**src/rtl/pipeline_arbiter.sv**
```systemverilog
// pipeline_arbiter: round-robin issue, ID tagging and response routing that shares one pipeline among NUM_REQ requesters.
// Per-requester flush/drain support is built only when PIPELINE_ARB_FLUSH_EN is defined.
module pipeline_arbiter #(
    parameter int NUM_REQ       = 4,
    parameter int REQ_BITS      = 2,
    parameter int MAX_OUT       = 8,
    parameter int ADDRESS_WIDTH = 32,
    parameter int ID_WIDTH      = 8
) (
    input  logic                             clk,
    input  logic                             reset,
    input  logic [NUM_REQ*ADDRESS_WIDTH-1:0] req_address,
    input  logic [NUM_REQ-1:0]               req_valid,
    output logic [NUM_REQ-1:0]               req_stall,
    input  logic [NUM_REQ-1:0]               req_flush,
    output logic [NUM_REQ-1:0]               flush_ack,
    output logic [ADDRESS_WIDTH-1:0]         resp_address,
    output logic [ID_WIDTH-1:0]              resp_id,
    output logic [NUM_REQ-1:0]               resp_valid,
    input  logic [NUM_REQ-1:0]               resp_stall,
    output logic [NUM_REQ-1:0]               busy,
    output logic [ADDRESS_WIDTH-1:0]         pl_address,
    output logic [ID_WIDTH-1:0]              pl_id,
    output logic                             pl_valid,
    input  logic                             pl_stall,
    output logic                             pl_flush,
    output logic [ID_WIDTH-1:0]              pl_flush_id,
    input  logic [ADDRESS_WIDTH-1:0]         pl_out_address,
    input  logic [ID_WIDTH-1:0]              pl_out_id,
    input  logic                             pl_out_valid,
    output logic                             pl_out_stall,
    input  logic                             pl_out_flush
);
    localparam int SEQ_W = ID_WIDTH - REQ_BITS;
    localparam int CNT_W = $clog2(MAX_OUT + 1);
    localparam logic [CNT_W-1:0] MAX_CNT = CNT_W'(MAX_OUT);

    // Issue slot
    logic                     slot_valid_q, slot_valid_d;
    logic [ADDRESS_WIDTH-1:0] slot_addr_q, slot_addr_d;
    logic [ID_WIDTH-1:0]      slot_id_q, slot_id_d;

    // Arbitration and per-requester bookkeeping
    logic [REQ_BITS-1:0] ptr_q, ptr_d;
    logic [SEQ_W-1:0]    seq_q [NUM_REQ];
    logic [SEQ_W-1:0]    seq_d [NUM_REQ];
    logic [CNT_W-1:0]    cnt_q [NUM_REQ];
    logic [CNT_W-1:0]    cnt_d [NUM_REQ];

    logic [NUM_REQ-1:0]  full;
    logic [NUM_REQ-1:0]  eligible;
    logic                slot_load;
    logic                grant_any;
    logic [REQ_BITS-1:0] grant_idx;
    logic [NUM_REQ-1:0]  grant_hot;

    // Response routing
    logic [REQ_BITS-1:0] resp_owner;
    logic [NUM_REQ-1:0]  owner_hot;
    logic                owner_drain;
    logic [NUM_REQ-1:0]  resp_hot;

    // Flush-side signals shared with the rest of the datapath
    logic [NUM_REQ-1:0]  drain;
    logic [NUM_REQ-1:0]  flush_hot;
    logic [NUM_REQ-1:0]  clear_hot;

`ifdef PIPELINE_ARB_FLUSH_EN
    localparam int FCNT_W = REQ_BITS + 1;

    logic [NUM_REQ-1:0]  drain_q, drain_d;
    logic                flush_fire;
    logic [REQ_BITS-1:0] flush_idx;
    logic [REQ_BITS-1:0] fifo_q [NUM_REQ];
    logic [REQ_BITS-1:0] wr_q, rd_q;
    logic [FCNT_W-1:0]   fcnt_q;
    logic                pop;
    logic                pl_flush_q;
    logic [ID_WIDTH-1:0] pl_flush_id_q;
    logic [NUM_REQ-1:0]  flush_ack_q;

    // Lowest-index requester that is not already draining wins the flush slot.
    always_comb begin
        flush_fire = 1'b0;
        flush_idx  = '0;
        flush_hot  = '0;
        for (int unsigned r = 0; r < NUM_REQ; r++) begin
            if (!flush_fire && req_flush[r] && !drain_q[r]) begin
                flush_fire   = 1'b1;
                flush_idx    = REQ_BITS'(r);
                flush_hot[r] = 1'b1;
            end
        end
    end

    assign pop       = pl_out_flush && (fcnt_q != '0);
    assign clear_hot = pop ? (NUM_REQ'(1) << fifo_q[rd_q]) : '0;
    assign drain_d   = (drain_q | flush_hot) & ~clear_hot;
    assign drain     = drain_q;

    always_ff @(posedge clk) begin
        if (!reset) begin
            drain_q       <= '0;
            wr_q          <= '0;
            rd_q          <= '0;
            fcnt_q        <= '0;
            pl_flush_q    <= 1'b0;
            pl_flush_id_q <= '0;
            flush_ack_q   <= '0;
        end else begin
            drain_q <= drain_d;
            if (flush_fire) begin
                fifo_q[wr_q] <= flush_idx;
                wr_q         <= wr_q + REQ_BITS'(1);
            end
            if (pop) begin
                rd_q <= rd_q + REQ_BITS'(1);
            end
            if (flush_fire && !pop) begin
                fcnt_q <= fcnt_q + FCNT_W'(1);
            end else if (!flush_fire && pop) begin
                fcnt_q <= fcnt_q - FCNT_W'(1);
            end
            pl_flush_q    <= flush_fire;
            pl_flush_id_q <= flush_fire ? {flush_idx, seq_q[flush_idx]} : '0;
            flush_ack_q   <= flush_hot;
        end
    end

    assign pl_flush    = pl_flush_q;
    assign pl_flush_id = pl_flush_id_q;
    assign flush_ack   = flush_ack_q;
`else
    logic unused_flush_inputs;

    assign unused_flush_inputs = ^{req_flush, pl_out_flush};
    assign drain       = '0;
    assign flush_hot   = '0;
    assign clear_hot   = '0;
    assign pl_flush    = 1'b0;
    assign pl_flush_id = '0;
    assign flush_ack   = '0;
`endif

    always_comb begin
        full = '0;
        for (int unsigned r = 0; r < NUM_REQ; r++) begin
            full[r] = (cnt_q[r] == MAX_CNT);
        end
    end

    assign eligible  = req_valid & ~full & ~drain & ~flush_hot;
    assign slot_load = reset && (!slot_valid_q || !pl_stall);

    // Scan from the pointer; the REQ_BITS-wide sum wraps modulo NUM_REQ.
    always_comb begin
        grant_any = 1'b0;
        grant_idx = '0;
        for (int unsigned k = 0; k < NUM_REQ; k++) begin
            if (!grant_any && eligible[ptr_q + REQ_BITS'(k)]) begin
                grant_any = 1'b1;
                grant_idx = ptr_q + REQ_BITS'(k);
            end
        end
    end

    assign grant_hot = (slot_load && grant_any) ? (NUM_REQ'(1) << grant_idx) : '0;
    assign req_stall = ~grant_hot;

    assign resp_owner   = pl_out_id[ID_WIDTH-1 -: REQ_BITS];
    assign owner_hot    = NUM_REQ'(1) << resp_owner;
    assign owner_drain  = |(owner_hot & drain);
    assign resp_valid   = (pl_out_valid && !owner_drain) ? owner_hot : '0;
    assign pl_out_stall = pl_out_valid && !owner_drain && |(owner_hot & resp_stall);
    assign resp_hot     = (pl_out_valid && !pl_out_stall) ? owner_hot : '0;
    assign resp_address = pl_out_address;
    assign resp_id      = pl_out_id;

    always_comb begin
        slot_valid_d = slot_valid_q;
        slot_addr_d  = slot_addr_q;
        slot_id_d    = slot_id_q;
        ptr_d        = ptr_q;
        seq_d        = seq_q;
        cnt_d        = cnt_q;
        if (slot_load) begin
            slot_valid_d = grant_any;
            if (grant_any) begin
                slot_addr_d      = req_address[grant_idx*ADDRESS_WIDTH +: ADDRESS_WIDTH];
                slot_id_d        = {grant_idx, seq_q[grant_idx]};
                ptr_d            = grant_idx + REQ_BITS'(1);
                seq_d[grant_idx] = seq_q[grant_idx] + SEQ_W'(1);
            end
        end
        // A flush marker retiring a drained requester overrides any count change.
        for (int unsigned r = 0; r < NUM_REQ; r++) begin
            if (clear_hot[r]) begin
                cnt_d[r] = '0;
            end else if (grant_hot[r] && !resp_hot[r]) begin
                cnt_d[r] = cnt_q[r] + CNT_W'(1);
            end else if (!grant_hot[r] && resp_hot[r] && (cnt_q[r] != '0)) begin
                cnt_d[r] = cnt_q[r] - CNT_W'(1);
            end
        end
    end

    always_ff @(posedge clk) begin
        if (!reset) begin
            slot_valid_q <= 1'b0;
            slot_addr_q  <= '0;
            slot_id_q    <= '0;
            ptr_q        <= '0;
            for (int unsigned r = 0; r < NUM_REQ; r++) begin
                seq_q[r] <= '0;
                cnt_q[r] <= '0;
            end
        end else begin
            slot_valid_q <= slot_valid_d;
            slot_addr_q  <= slot_addr_d;
            slot_id_q    <= slot_id_d;
            ptr_q        <= ptr_d;
            seq_q        <= seq_d;
            cnt_q        <= cnt_d;
        end
    end

    always_comb begin
        busy = '0;
        for (int unsigned r = 0; r < NUM_REQ; r++) begin
            busy[r] = (cnt_q[r] != '0) || drain[r];
        end
    end

    assign pl_valid   = slot_valid_q;
    assign pl_address = slot_addr_q;
    assign pl_id      = slot_id_q;

endmodule

```
**config.mk**
```make
export PLATFORM = sky130hd
export DESIGN_NAME = pipeline_arbiter
export DESIGN_NICKNAME = d
export VERILOG_FILES = /design/src/rtl/pipeline_arbiter.sv
export SDC_FILE = /design/constraint.sdc
export NUM_CORES = 1
export LEC_CHECK = 0
export CAP_MARGIN = 10
export CORE_ASPECT_RATIO = 0.9
export CORE_MARGIN = 2
export CORE_UTILIZATION = 35
export CTS_BUF_LIST = sky130_fd_sc_hd__clkbuf_4
export DETAILED_ROUTE_END_ITERATION = 6
export GPL_TIMING_DRIVEN = 0
export PLACE_DENSITY = 0.74
export SLEW_MARGIN = 25
export SYNTH_ARGS = -nofsm -noshare
export SYNTH_HDL_FRONTEND = slang
export SYNTH_SLANG_ARGS = --single-unit
```
**constraint.sdc**
```tcl
create_clock -name clk -period 5.4 [get_ports clk]
set_clock_uncertainty 0.2 [all_clocks]
set_input_delay 1.08 -clock clk [delete_from_list [all_inputs] [get_ports clk]]
set_output_delay 1.08 -clock clk [all_outputs]
set_load 0.01 [all_outputs]
```
# Yosys cells after proc, flatten, opt, wreduce, memory -nomap -nowiden
# Cells that the tools add are included.
dict set report word_totals {
  reg_bits 83
  inputBits 185
  out_inout_bits 107
  wordCells 121
}
dict set report op_classes {
  n_addsub 13
  magnitude_cmp 6
  n_eq_ne 4
  shift 3
  muxes 33
  bitwise_logic 5
  reduce_logical 45
}
# op n
set ops {}
lappend ops {{128-bit by 8-bit variable part select with 32-bit output} 1}
lappend ops {{4-bit two-way mux} 11}
lappend ops {{24-bit bitwise mux} 1}
lappend ops {{1-bit logical AND} 20}
lappend ops {{6-bit two-way mux} 3}
lappend ops {{4-bit by 1-bit adder with 4-bit output, second input constant} 4}
lappend ops {{4-bit equality test, second input constant} 4}
lappend ops {{4-bit nonzero test} 4}
lappend ops {{4-bit by 1-bit subtractor with 4-bit output, second input constant} 4}
lappend ops {{1-bit logical NOT} 14}
lappend ops {{6-bit binary-select mux with 2-bit select} 1}
lappend ops {{6-bit demux with 2-bit select} 1}
lappend ops {{2-bit by 3-bit less-than comparator with 1-bit output, second input constant} 4}
lappend ops {{4-bit AND} 2}
lappend ops {{1-bit binary-select mux with 2-bit select} 4}
lappend ops {{1-bit two-way mux} 8}
lappend ops {{2-bit two-way mux} 4}
lappend ops {{4-bit inverter} 2}
lappend ops {{2-bit nonzero test} 4}
lappend ops {{1-bit by 2-bit left shift with 4-bit output, first input constant} 2}
lappend ops {{6-bit by 1-bit adder with 6-bit output, second input constant} 1}
lappend ops {{2-bit by 1-bit adder with 2-bit output, second input constant} 2}
lappend ops {{2-bit adder, second input constant} 2}
lappend ops {{4-bit OR reduction} 1}
lappend ops {{other kinds (5)} 5}

# Logic depth before layout (Yosys ltp)
dict set report logic_depth {
  ltp_word 22
  mapped_depth 19
  mapped_depth_nobuf 16
}

# Worst setup path after synthesis
# OpenSTA, ideal clock, no wires.
dict set report synth_timing {
  path_type {input to register}
  start {input req_valid[0]}
  end {register cnt_q[7] in the netlist's numbering}
  setup_ps 115
  arrival_ps 4346
  required_time_ps 5085
  slack_ps 739
  path_stages 19
  path_buffers 3
  cell_sequence {inv_1 -> or3_1 -> a32oi_2 -> nor2_2 -> clkinv_2 -> buf_12 -> buf_2 -> buf_1 -> ha_1 -> and2_1 -> inv_2 -> nor2_1 -> inv_1 -> ha_1 -> a21o_1 -> a21oi_1 -> mux2i_1 -> xnor2_1 -> and2_1}
}
dict set report synth_between {
  elab_chain_len 19
  word_cells_on_any_way 32
  classes_between {shift (1); mux (18); bitwise (1); reduce/logical (12)}
}
# element line
set synth_rtl {}
lappend synth_rtl {{start, declared} 13} ;# input logic [NUM_REQ-1:0] req_valid,
lappend synth_rtl {{4-bit AND (*)} 152} ;# assign eligible = req_valid & ~full & ~drain & ~flush_hot;
lappend synth_rtl {{1-bit binary-select mux with 2-bit select} 160} ;# if (!grant_any && eligible[ptr_q + REQ_BITS'(k)]) begin
lappend synth_rtl {{1-bit two-way mux (implied by the code)} 160}
lappend synth_rtl {{1-bit two-way mux} 160}
lappend synth_rtl {{1-bit logical NOT} 160}
lappend synth_rtl {{1-bit logical AND} 160}
lappend synth_rtl {{1-bit two-way mux} 160}
lappend synth_rtl {{1-bit logical NOT} 160}
lappend synth_rtl {{[... 2 more ...]} -}
lappend synth_rtl {{1-bit logical NOT} 160}
lappend synth_rtl {{1-bit logical AND} 160}
lappend synth_rtl {{2-bit two-way mux / 1-bit two-way mux (equally long branches)} 160}
lappend synth_rtl {{1-bit by 2-bit left shift with 4-bit output / 1-bit logical AND (equally long branches)} 167} ;# assign grant_hot = (slot_load && grant_any) ? (NUM_REQ'(1) << grant_idx) : '0;
lappend synth_rtl {{4-bit two-way mux (*)} 167}
lappend synth_rtl {{1-bit logical NOT} 201} ;# end else if (!grant_hot[r] && resp_hot[r] && (cnt_q[r] != '0)) begin
lappend synth_rtl {{1-bit logical AND (2 in series)} 201}
lappend synth_rtl {{2-bit nonzero test (no source line)} -}
lappend synth_rtl {{end signal, assigned} 223} ;# cnt_q <= cnt_d;
lappend synth_rtl {{end, declared} 47} ;# logic [CNT_W-1:0] cnt_q [NUM_REQ];
# Every way passes the cells marked *; elsewhere a longest branch is shown, timed or not. The select of a mux whose other input is x is not followed.
# A chain may end at the register's enable or synchronous reset.

# Worst setup path in the final report
dict set report layout_timing {
  start {input req_valid[0]}
  end {output req_stall[1]}
}
dict set report layout_between {
  elab_chain_len 16
  word_cells_on_any_way 27
  classes_between {shift (1); mux (17); bitwise (2); reduce/logical (7)}
}
# element line
set layout_rtl {}
lappend layout_rtl {{4-bit AND (*)} 152}
lappend layout_rtl {{1-bit binary-select mux with 2-bit select} 160}
lappend layout_rtl {{1-bit two-way mux (implied by the code)} 160}
lappend layout_rtl {{1-bit two-way mux} 160}
lappend layout_rtl {{1-bit logical NOT} 160}
lappend layout_rtl {{1-bit logical AND} 160}
lappend layout_rtl {{1-bit two-way mux} 160}
lappend layout_rtl {{1-bit logical NOT} 160}
lappend layout_rtl {{1-bit logical AND} 160}
lappend layout_rtl {{1-bit two-way mux} 160}
lappend layout_rtl {{1-bit logical NOT} 160}
lappend layout_rtl {{1-bit logical AND} 160}
lappend layout_rtl {{2-bit two-way mux (*)} 160}
lappend layout_rtl {{net grant_idx[0]} 54} ;# logic [REQ_BITS-1:0] grant_idx;
lappend layout_rtl {{1-bit by 2-bit left shift with 4-bit output (*)} 167}
lappend layout_rtl {{4-bit two-way mux (*)} 167}
lappend layout_rtl {{4-bit inverter (*)} 168} ;# assign req_stall = ~grant_hot;
lappend layout_rtl {{end, declared} 14} ;# output logic [NUM_REQ-1:0] req_stall,
# The timed path passes the listed nets; every way through them passes the cells marked *. The select of a mux whose other input is x is not followed.

==> flow_summary.ini <==
[cts]
clkSlewWorstSetupHoldPaths_ns = 0.14
cts_root_buf = clkbuf_4
htree_levels = 3
cts.sinks = 83
hold_buffers = 0
cts_buffers = 9
clk_latency_ns = 0.46
cts_tree = done
cts_buffer_depth = 2

[placement]
dp_hpwl_um = 14100
io_buffers = 235
gp_congestion = 0.827

[yosys]
synth_largest_area_cell = dfxtp_1
synthFlopType = dfxtp_1
syn_area_mm2 = 0.00523
yosysSeqAreaShare = 0.317
async_flop_share = 0
ys_ff_latch = 83
synth_top_area_share = 0.317
syn_avg_cell_area_um2 = 7.36
syn_inst = 711
yosys-top-cells-area = dfxtp_1 (32%), nand2_1 (13%), buf_4 (7.6%)
synth_cell_types = 55
synth_edf_count = 0
yosys_warnings = 0

[timing]
hold_slack_ns = 0.268
min_period_ns = 5.26
period_share = 0.974
drv_slew = 0
slew_headroom = 0.578
rsz0062_at_grt = false
tns_ns = 0
hold_violations = 0
finalSetupViolCount = 0
max_freq_ghz = 0.190
worstMarginPinSlew_ns = 0.632

[die]
io_pins = 292
core-area_mm2 = 0.0147
start_util = 0.357
num_rows = 42
fp.dieH_um = 120
dieArea_mm2 = 0.0159
fp.dieW_um = 133

[global_routing]
grt.total_usage = 0.215
grt_max_degree = 30
grt_pass1_wl_um = 27200
grt_pass1_vias = 5128
antenna_found_initial = 0
overflow = 0

[worst_setup_path]
critical_path_required_ns = 4.12
regToRegSetupSlack_ns = 1.02
crit_start = req_valid[0]
worst_ep_arrival_time_ns = 3.98
startpoint_type = input port
timing.rr.start = cnt_q[8]
worstPathMaxFanout = 11
end_kind = output pin
critical_path_class = input port to output pin

[pwr]
power_density_mw_per_mm2 = 305
peakVddDrop_uv = 150
p_leak_nw = 3.52

[detailed_routing]
dr.pass1.iters = 4
wire_per_inst_um = 15.3
via_count = 5616
routed_wl_um = 17900
via_per_inst = 4.79
drtIter0Drc = 345
ant_nets = 0
drc = 0

[min_path]
hp-start = pl_address[4]
hold_path_class = flip-flop to flip-flop

[status]
status = complete, no violations

[cells_and_area]
syn_to_final_growth_pct = 54.2
drive_gt1_frac = 0.0997
layout_common_cells = clkdlybuf4s50_1 (235), nand2_1 (188), dfxtp_1 (83), nand3_1 (76), buf_4 (54)
layout_commonest_cell = clkdlybuf4s50_1
nNetsFinal = 1170

[job]
drv_cap = 0
## stage by stage
step                setup slack, ns  power [mW]  cells  utilization  cell area, µm²
floorplan                     0.739        1.50    723            -            5280
global placement             -0.990        2.03   1156        0.537            7880
detailed placement            -1.12        2.05   1156        0.537            7880
CTS                         0.00238        2.47   1171        0.550            8060
global route                0.00682        2.63   1171        0.550            8070
finish                        0.140        2.46   1172        0.550            8070
## path summary, 6_finish.rpt
path                    to  cells after the start
min          pl_address[4]                      2
max reg2reg       cnt_q[7]                     18
max           req_stall[1]                     11
min reg2reg  pl_address[4]                      2
## state kept, by name, summed over array words and instances, names as in the netlist
register,cells
cnt_q,16
pl_address,32
pl_id,8
pl_valid,1
ptr_q,2
seq_q,24
## power breakdown
part	internal, mW	switching, mW	leakage [nW]
clock network	0.186	0.226	0.0812
registers	0.730	0.0805	0.682
logic	0.588	0.649	2.76
## routing by layer
layer  vias up  GRT usage  wire, µm
met2       154      0.351      8400
met3        23     0.0469       971
met4         0     0.0524       238
met1      2584      0.290      8270
li1       2855          -         -
met5         -          0         0
## final cells by class
type                    instances  area (µm²)
clock buffers                   9        67.6
fillers                      1414        6590
inverters                      18        68.8
plain buffers                  94         578
multi-input cells             526        2990
repair buffers                236        2360
flip-flops and latches         83        1660
clock inverters                 7        92.6
diodes                          1        2.50
well taps                     198         248
## Yosys cell counts (2+ instances only)
cell type,n
nor2_1,8
nor4b_1,3
nand3_1,76
inv_1,14
fa_1,4
nor2b_1,8
buf_1,7
a31oi_1,4
clkbuf_1,34
nand2_1,188
a21o_1,6
mux2_2,5
a21oi_1,17
dfxtp_1,83
and2_1,14
o21ai_1,47
o211a_1,8
nand2b_1,2
xor2_1,4
buf_4,53
inv_2,3
mux2i_1,20
a211o_1,2
or3_1,2
xnor2_1,10
ha_1,13
a21boi_0,5
or4_1,4
and3_1,2
o21ai_0,40
## kinds of logic (layout without fill, tap and decap cells)
group	count (synthesis)	after routing	synth area share
compound gates	138	138	0.155
xor+xnor	15	15	0.0265
fa+ha+maj	17	17	0.0464
buf+inv	114	364	0.123
flops	83	83	0.317
mux	26	26	0.0533
other cells	1	14	0.000717
simple gates	317	317	0.277
## repair_timing
action,4_1_cts,5_1_grt
endpoints found under the setup margin,9,2
cloned,0,0
pin swaps,1,0
buffers inserted,1,0
resized for setup,7,5
## worst max-delay path: stages
cell             delay [ns]
clkdlybuf4s50_1        0.46
inv_1                  0.08
or3_1                  0.38
a32oi_2                0.30
nor2_2                 0.14
buf_2                  0.23
clkbuf_4               0.24
ha_1                   0.20
and2_2                 0.22
inv_1                  0.10
clkdlybuf4s50_1        0.55
Note: power is estimated with default switching activity, not from simulation.
